File: src/rtl/gor_debounce.sv
// Two-channel synchroniser + debouncer feeding the gor OR gate inputs a/b.
// Optional per-channel edge pulses (arise/afall/brise/bfall) under GOR_DEBOUNCE_EDGE_EN.
module gor_debounce #(
    parameter int unsigned DEBOUNCE = 4,
    parameter int unsigned CNT_W    = 4
) (
    input  logic clk,
    input  logic rst,
    input  logic araw,
    input  logic braw,
    output logic a,
    output logic b,
    output logic busy
`ifdef GOR_DEBOUNCE_EDGE_EN
    ,
    output logic arise,
    output logic afall,
    output logic brise,
    output logic bfall
`endif
);

    localparam int unsigned NCH = 2;

    typedef enum logic [1:0] {
        S0 = 2'd0,
        P1 = 2'd1,
        S1 = 2'd2,
        P0 = 2'd3
    } state_e;

    logic [NCH-1:0] raw;
    logic [NCH-1:0] out_vec;
    logic [NCH-1:0] pend_d;
    logic           busy_q;
`ifdef GOR_DEBOUNCE_EDGE_EN
    logic [NCH-1:0] rise_vec;
    logic [NCH-1:0] fall_vec;
`endif

    assign raw = {braw, araw};

    for (genvar i = 0; i < NCH; i++) begin : g_ch
        logic                s1_q;
        logic                s2_q;
        state_e              state_q;
        state_e              state_d;
        logic [CNT_W-1:0]    cnt_q;
        logic [CNT_W-1:0]    cnt_d;
        logic                out_q;
        logic                hit_c;
`ifdef GOR_DEBOUNCE_EDGE_EN
        logic                rise_q;
        logic                fall_q;
`endif

        assign hit_c = (cnt_q == CNT_W'(DEBOUNCE));

        // Next-state: a pending state is abandoned on any reversion, no partial credit.
        always_comb begin
            state_d = state_q;
            cnt_d   = cnt_q;
            unique case (state_q)
                S0: begin
                    if (s2_q) begin
                        state_d = P1;
                        cnt_d   = CNT_W'(1);
                    end else begin
                        cnt_d = '0;
                    end
                end
                P1: begin
                    if (!s2_q) begin
                        state_d = S0;
                        cnt_d   = '0;
                    end else if (hit_c) begin
                        state_d = S1;
                        cnt_d   = '0;
                    end else begin
                        cnt_d = cnt_q + CNT_W'(1);
                    end
                end
                S1: begin
                    if (!s2_q) begin
                        state_d = P0;
                        cnt_d   = CNT_W'(1);
                    end else begin
                        cnt_d = '0;
                    end
                end
                P0: begin
                    if (s2_q) begin
                        state_d = S1;
                        cnt_d   = '0;
                    end else if (hit_c) begin
                        state_d = S0;
                        cnt_d   = '0;
                    end else begin
                        cnt_d = cnt_q + CNT_W'(1);
                    end
                end
                default: begin
                    state_d = S0;
                    cnt_d   = '0;
                end
            endcase
        end

        // Two-flop synchroniser, FSM state and registered output decode.
        always_ff @(posedge clk or posedge rst) begin
            if (rst) begin
                s1_q    <= 1'b0;
                s2_q    <= 1'b0;
                state_q <= S0;
                cnt_q   <= '0;
                out_q   <= 1'b0;
`ifdef GOR_DEBOUNCE_EDGE_EN
                rise_q  <= 1'b0;
                fall_q  <= 1'b0;
`endif
            end else begin
                s1_q    <= raw[i];
                s2_q    <= s1_q;
                state_q <= state_d;
                cnt_q   <= cnt_d;
                out_q   <= (state_d == S1) || (state_d == P0);
`ifdef GOR_DEBOUNCE_EDGE_EN
                rise_q  <= (state_q == P1) && (state_d == S1);
                fall_q  <= (state_q == P0) && (state_d == S0);
`endif
            end
        end

        assign out_vec[i] = out_q;
        assign pend_d[i]  = (state_d == P1) || (state_d == P0);
`ifdef GOR_DEBOUNCE_EDGE_EN
        assign rise_vec[i] = rise_q;
        assign fall_vec[i] = fall_q;
`endif
    end

    // busy is registered from next-state so it never glitches across channels.
    always_ff @(posedge clk or posedge rst) begin
        if (rst) begin
            busy_q <= 1'b0;
        end else begin
            busy_q <= |pend_d;
        end
    end

    assign a    = out_vec[0];
    assign b    = out_vec[1];
    assign busy = busy_q;
`ifdef GOR_DEBOUNCE_EDGE_EN
    assign arise = rise_vec[0];
    assign afall = fall_vec[0];
    assign brise = rise_vec[1];
    assign bfall = fall_vec[1];
`endif

endmodule

File: config.mk
export PLATFORM = sky130hd
export DESIGN_NAME = gor_debounce
export DESIGN_NICKNAME = d
export VERILOG_FILES = /design/src/rtl/gor_debounce.sv
export SDC_FILE = /design/constraint.sdc
export NUM_CORES = 1
export LEC_CHECK = 0
export CAP_MARGIN = 40
export CORE_MARGIN = 3
export CORE_UTILIZATION = 53
export DETAILED_ROUTE_END_ITERATION = 6
export PLACE_DENSITY = 0.75
export SLEW_MARGIN = 30
export SYNTH_ARGS = -nofsm -noshare
export SYNTH_HDL_FRONTEND = slang
export SYNTH_SLANG_ARGS = --single-unit
File: constraint.sdc
create_clock -name clk -period 1.4 [get_ports clk]
set_input_delay 0.21 -clock clk [delete_from_list [all_inputs] [get_ports clk]]
set_output_delay 0.21 -clock clk [all_outputs]
set_load 0.1 [all_outputs]
* After elaboration in Yosys (flattened, before gate mapping)
Index checks and enable logic that the tools add are counted.
** Cells by class
- Add/sub/neg operators :: 2
- Equality and inequality tests :: 14
- Mux-type cells :: 26
- Reduce and logical (&&, ||, !) cells :: 7
** Operators with widths (count)
- case mux 4 bit (4 select lines) :: 2
- 2-to-1 mux 2 bit :: 12
- 2-to-1 mux 4 bit :: 6
- == test 2 bit, second input constant :: 8
- case mux 2 bit (4 select lines) :: 2
- adder 4 x 1 -> 4 bit, second input constant :: 2
- == test 2 x 1 -> 1 bit, second input constant :: 4
- == test 4 x 3 -> 1 bit, second input constant :: 2
- zero test 2 bit :: 2
- logical OR 1 bit :: 4
- 2-to-1 mux 1 bit :: 4
- OR reduction 2 bit :: 1
** Storage, ports and cells
- Bits in registers :: 19
- Input bits :: 4
- Output and inout bits :: 3
- Word-level logic and storage cells :: 60

* Logic depth before layout (Yosys ltp)
- Depth in word-level cells :: 7
- Mapped depth :: 5
- Mapped depth without buffers :: 5

* Least setup slack after synthesis
Ideal clock, no wire load.
- Path kind :: reg2reg
- From :: register, netlist name a
- To :: register g_ch[0].cnt_q[0]
- Library setup time :: 77 ps
- Arrival time :: 1386 ps
- Data required time :: 1323 ps
- Setup slack :: -63 ps
- Cell stages (with the launch flop) :: 4
- Path buffers :: 0
- Clock period less this slack :: 1463 ps
- Path through :: dfrtp_1 xor2_1 nand2_1 a21oi_1
** RTL lines
- to (signal assigned) :: RTL line 125 : cnt_q <= cnt_d;
- to (decl) :: RTL line 48 : logic [CNT_W-1:0] cnt_q;

* Final worst setup path
- From :: register g_ch[1].cnt_q[0]
- To :: register g_ch[1].out_q (netlist: b)
** Between the ends
- Cells in the longest elaborated chain, start to end :: 6
- Elaborated cells between the ends (all ways) :: 9
- Those cells by class :: eq/ne: 3; mux: 5; reduce/logical: 1
** Ends and longest elaborated chain
- from (decl) :: RTL line 48
- from (signal assigned) :: RTL line 125
- == test 4 x 3 -> 1 bit (*) :: RTL line 57 : assign hit_c = (cnt_q == CNT_W'(DEBOUNCE));
- 2-to-1 mux 2 bit, on equally long branches :: RTL line 95, 76
- 2-to-1 mux 2 bit, on equally long branches :: RTL line 92, 73
- case mux 2 bit (4 select lines) (*) :: RTL line 63 : unique case (state_q)
- == test 2 bit :: RTL line 126 : out_q <= (state_d == S1) || (state_d == P0);
- logical OR 1 bit (*) :: RTL line 126
- to (signal assigned) :: RTL line 126
- to (decl) :: RTL line 50 : logic out_q;
Mark *: on every way between the ends. The rest lies on a longest branch, timed or not.

==> metrics.txt <==
kind of end point of the critical path flop; Core ar. ~1200 um2; NetSw 474.8 uW; site row count 12; largest net degree at the start of global routing 16; FF-to-FF path depth 4; count of antenna-violating nets left after detailed routing 0; critical path class reg2reg; FFs w/ async S/R, synth 100.0%; crit path time final 1303 ps; Yosys warnings 0; fin area about 900 um2; Post-CTS Hold Buffers 0; Nets approximately 80; Reg-to-Reg End b; Synth top cells by count dfrtp_1, inv_1, nand2_1; Combinational Power Share 29.1%; worst vdd ir 0.001173 V; share of layout cells above drive strength 1 about 17%; wirelength, routed 1097 um; area occupied by multi-input gates 271.5 um2; Max Buffers Root-to-Sink 2; Post-Syn Area 748.2 um2; CP max stage delay 420 ps; H-tree Lvls 1; Initial Utilization between 60% and 70%; Die Footprint 1899 um2; top cell type by total area after synthesis dfrtp_1; Synth top area share 60.20%; Fmax 0.7678 GHz; fin cells 86; worst slack at placement 107.9 ps; I/O pin cnt 7; CP max stage cell dfrtp_1; Net Sw Frac 34.35%; GR Overflow Total 0; Seq pwr share 48.4%; Distinct cells, synth 17; number of global-route vias before repair 442; DR iter-0 viols 11; count leader, synth dfrtp_1; Clock Skew 3.333 ps; clock root buffer clkbuf_4; DR vias 443; Yosys reg bits 18; area grow syn2layout 20.40%; # fillers 79; DR vias/cell 5.151; All-Layer GR Usage between 10% and 20%; status complete, no violations; EDFF count, synth 0; dpl cell area around 860 um2; Buf+Inv Stages, Crit Path 1; post-DP HPWL 875.4 um; die width 43.58 um; Clk network pwr share 22.4%; Max-Cap Viols 0; Arrival @ worst endpoint 1480 ps; Syn Nets 69; PortBufs 6; register area 451.7 um2; CTS resizes 0; initial antenna violation count 0; clk_lat worst skew a little under 300 ps; CTS tree yes; pwr dens 1534 nW/um2; clock sink count 18; worst hold margin 82.01 ps; Hold Violations, Final 0; GP Congestion 0.7815; Pleak 0.0004601 uW; CP startpoint g_ch[1].cnt_q[0]; worst r2r src g_ch[1].cnt_q[0]; crit-path cells inv_1, ha_1, nand4b_4, mux2_1; Die H 43.58 um; placed cells between 80 and 90; DR WL/cell between 10 and 15 um; Remaining DRCs 0; Primary FF master, synth dfrtp_1; sequential fraction of the synthesis area about 60%; final setup fails 0; final worst slack 97.50 ps; # Post-CTS Setup Buffers 0; Cell Int Power 907.5 uW; cell family with most CP delay flip-flops; Worst Path Required ~1600 ps; Gate Count Post-Synth just over 60; crit share post-route 93.04%; first-pass GRT wire length 1800 um; flop2flop setup slack 100 ps; TNS Setup 0 ps; Avg Inst Size Synth about 12 um2; Max Slew Vio Count 0; relative slew slack 85.84%; Num CTS Buffers 3; worst slew pin tran 211.7 ps; Ant. Diodes 0; Initial DRT Pass Iterations 7; CP Max Fanout 4; top cells by area, synth dfrtp_1, ha_1, inv_1, nand2b_1, nand4b_4; Setup crit start kind flop; RSZ-0062 raised after global routing no; Worst-path clk slew 100 ps; hold crit path type in2async
[worst max path at each step]
stage	depth (start not counted)	slack [ps]	endpoint
finish	4	100	b
global route	4	20	b
CTS	4	100	b
detailed placement	4	110	b
global placement	4	140	b
floorplan	4	190	b
[kinds of logic (layout without fill, tap and decap cells)]
logic type	count (synthesis)	in the layout	synth area share (%)
simple gates	21	21	17.39
flops	18	18	60.20
buf+inv	7	18	3.512
mux	5	5	7.190
fa+ha+maj	4	4	6.689
compound gates	4	4	2.676
xor+xnor	2	2	2.342
[final cells by class]
cell class,instances,area share [%]
inverters,7,2.917
repair buffers,7,10.83
multi-input cells,36,30.14
clock buffers,4,4.028
flip-flops and latches,18,50.14
well taps,14,1.944
[worst register-to-register path, stage by stage, from the launching register on]
cell and delay, ps:
dfrtp_1 420, inv_1 70, ha_1 230, nand4b_4 140, mux2_1 320
[flip-flops by register name, summed over array words and instances, names as in the netlist]
signal,cells
g_ch.s1_q,2
b,1
g_ch.state_q,3
g_ch.cnt_q,8
a,1
g_ch.s2_q,2
busy,1
[placed cells by master (no fill, tap or decap), drive strengths merged]
cell type,netlist,final
a21oi,4,4
and3,2,2
buf,0,4
clkbuf,0,4
clkdlybuf4s50,0,3
dfrtp,18,18
ha,4,4
inv,7,7
mux2,3,3
mux2i,2,2
nand2,5,5
nand2b,4,4
nand3,2,2
nand3b,2,2
nand4b,2,2
nor2,4,4
xor2,2,2
[power by group through the flow]
stage | Combinational (uW) | Sequential [uW] | Clock (uW)
floorplan | 157 | 781 | 0
global placement | 396 | 674 | 0
detailed placement | 406 | 679 | 0
CTS | 407 | 670 | 319
global route | 438 | 682 | 340
finish | 403 | 670 | 310
[routing by layer]
layer	up-vias	track usage (%)	part of all wire [%]
met4	0	1.807	0
met2	9	17.73	45
li1	219	-	-
met3	0	3.734	4.3
met1	215	19.03	51
met5	-	0	0
[metrics by stage]
stage               util, %  total power (uW)
finish                74.07              1382
global route          74.07              1460
CTS                   74.07              1396
detailed placement    71.09              1085
global placement      71.09              1070
floorplan                 -             937.8
Note: power is estimated with default switching activity, not from simulation.
==> edit (same settings) <==
Put a register stage on the outputs `a` and `b`, cleared by the reset. The values now appear one clock later. The other outputs are not delayed to match.
--- a/src/rtl/gor_debounce.sv
+++ b/src/rtl/gor_debounce.sv
@@ -149,6 +149,13 @@
     end
 
-    assign a    = out_vec[0];
-    assign b    = out_vec[1];
+    always_ff @(posedge clk or posedge rst) begin
+        if (rst) begin
+            a <= '0;
+            b <= '0;
+        end else begin
+            a <= out_vec[0];
+            b <= out_vec[1];
+        end
+    end
     assign busy = busy_q;
 `ifdef GOR_DEBOUNCE_EDGE_EN
Formal check against the unedited RTL: not equivalent (a bounded check fails within 10 cycles, from zero or initial values and one cycle with rst high).
==> edit against the unedited design <==
- power increased by 15%
- final cell count grew 3.5%
- cell area is 7.4% higher
- wire length grew 4.6%
- count of clock-buffer cells in the layout down 1
- sequential cell count grew 2
- worst setup slack got worse by 28 ps
- non-clock buffer count stayed put
- area after synthesis up 6.7%
- sequential share of layout area up 1.6 points
- critical endpoint is now g_ch[1].state_q[1]$_DFF_PP0_
- largest power group unchanged
- highest routed layer unchanged
==> edit: results (changes against the unedited design) <==
Final #Nets: 83 (+2.5%)
instance count after placement with tap cells included: 85 (+3.7%)
violation count after the first detailed-route iteration: 2 (-9)
shortest clock period the worst path allows after layout: 1330 ps (+28.0 ps)
sum of net half-perimeters after detailed placement: 889 um (+1.5%)
most area-consuming cells after synthesis: dfrtp_1, ha_1, inv_1
highest ir drop seen on vdd: 1.15 mV (-2.1%)
commonest cells in the synthesized netlist: dfrtp_1, inv_1, nand2_1
per-instance average area after synthesis: 12.7 um2 (+3.3%)
count of distinct cell types in the synthesized netlist: 17 (unchanged)
routed wirelength normalized by instance count: 12.9 um (+1.0%)
post-route clock skew: 8.79 ps (+5.46 ps)
drt via density: 5.16 (+0.12%)
biggest regs: g_ch.cnt_q: 8 flops, g_ch.state_q: 4 flops
first-pass GRT wire length: 1990 um (+11%)
fraction of final layout cells sized beyond drive strength 1: 14.9% (-1.8 points)
vias in the first global route: 481 (+8.8%)
Inserted Clock Buffers: 3 (unchanged)
Static Leakage: 0.496 nW (+7.8%)
cell area reported after detailed placement: 915 um2 (+5.8%)
count of placed standard cells in the final layout, fillers left out: 89 (+3.5%)
signal arrival time at the worst endpoint: 1500 ps (+20 ps)
Setup Fix Bufs, Post-CTS: 0 (unchanged)
number of detailed-route iterations in the first pass: 4 (-3)
worst relative slew slack: 83.6% (-2.2 points)
Setup Slack @ Placement: 81.3 ps (-26.6 ps)
Reg2Reg Setup Slack: 70 ps (-30 ps)
pin count of the biggest net entering global routing: 21 (+5)
sw power: 0.000489 W (+3.1%)
gr usage total: 14.0% (+1.6 points)
result of the run: completed
-- edit: cell types whose count changed in the layout (fill, tap and decap cells not counted) --
cell       unedited run  this run
dfrtp_1              17        20
bufinv_16             0         1
clkbuf_8              1         0
dfrtp_2               1         0
-- edit: area by class of cell --
| cell class | instances | area, um2 |
|---|---|---|
| Clock inverter | 1 | 30.0 |
| Inverter | 7 | 26.3 |
| Multi-Input combinational cell | 36 | 272 |
| Tap cell | 15 | 18.8 |
| Clock buffer | 3 | 22.5 |
| Fill cell | 102 | 383 |
| Timing Repair Buffer | 7 | 97.6 |
| Sequential cell | 20 | 500 |
-- edit: critical path, stage by stage, from the launching register on --
cell      delay (ps)
dfrtp_1          430
inv_1             70
ha_1             240
nand4b_4         140
mux2_1           340
-- edit: per-layer routing --
| metal | global-route usage [%] | share of wire [%] |
|---|---|---|
| met5 | 0 | 0 |
| met4 | 5.26 | 0 |
| met3 | 3.59 | 2.5 |
| met2 | 23.5 | 53 |
| met1 | 17.4 | 45 |
-- edit: final timing paths --
path	from	endpoint	cells after the start
worst max-delay path	g_ch[1].cnt_q[0]$_DFF_PP0_	g_ch[1].state_q[1]$_DFF_PP0_	4
worst min-delay path	rst	a$_DFF_PP0_	3
worst max register to register	g_ch[1].cnt_q[0]$_DFF_PP0_	g_ch[1].state_q[1]$_DFF_PP0_	4
worst min register to register	g_ch[1].s1_q$_DFF_PP0_	g_ch[1].s2_q$_DFF_PP0_	0
max in group asynchronous	rst	b$_DFF_PP0_	3
min in group clk	araw	g_ch[0].s1_q$_DFF_PP0_	1
-- edit: power groups by stage --
stage / logic (W) / registers, W / clock network [W]
6_report: 0.000401 / 0.000738 / 0.000454
5_1_grt: 0.000434 / 0.000751 / 0.000501
3_3_place_gp: 0.000391 / 0.000743 / 0
2_1_floorplan: 0.000158 / 0.000847 / 0
4_1_cts: 0.000407 / 0.000738 / 0.000469
3_5_place_dp: 0.000404 / 0.000749 / 0
-- edit: cell families after synthesis --
logic type	after synthesis	synth area share [%]
simple gates	21	16.3
xor+xnor	2	2.19
buf+inv	7	3.29
mux	5	6.74
fa+ha+maj	4	6.27
flops	20	62.7
compound gates	4	2.51
-- edit: stage by stage --
stage	utilization (%)	power [W]	hold WS, ps
after floorplan	-	0.00100	174
after global placement	67.7	0.00113	333
after detailed placement	67.7	0.00115	345
after CTS	71.6	0.00161	224
after global routing	71.6	0.00169	246
final	71.6	0.00159	220
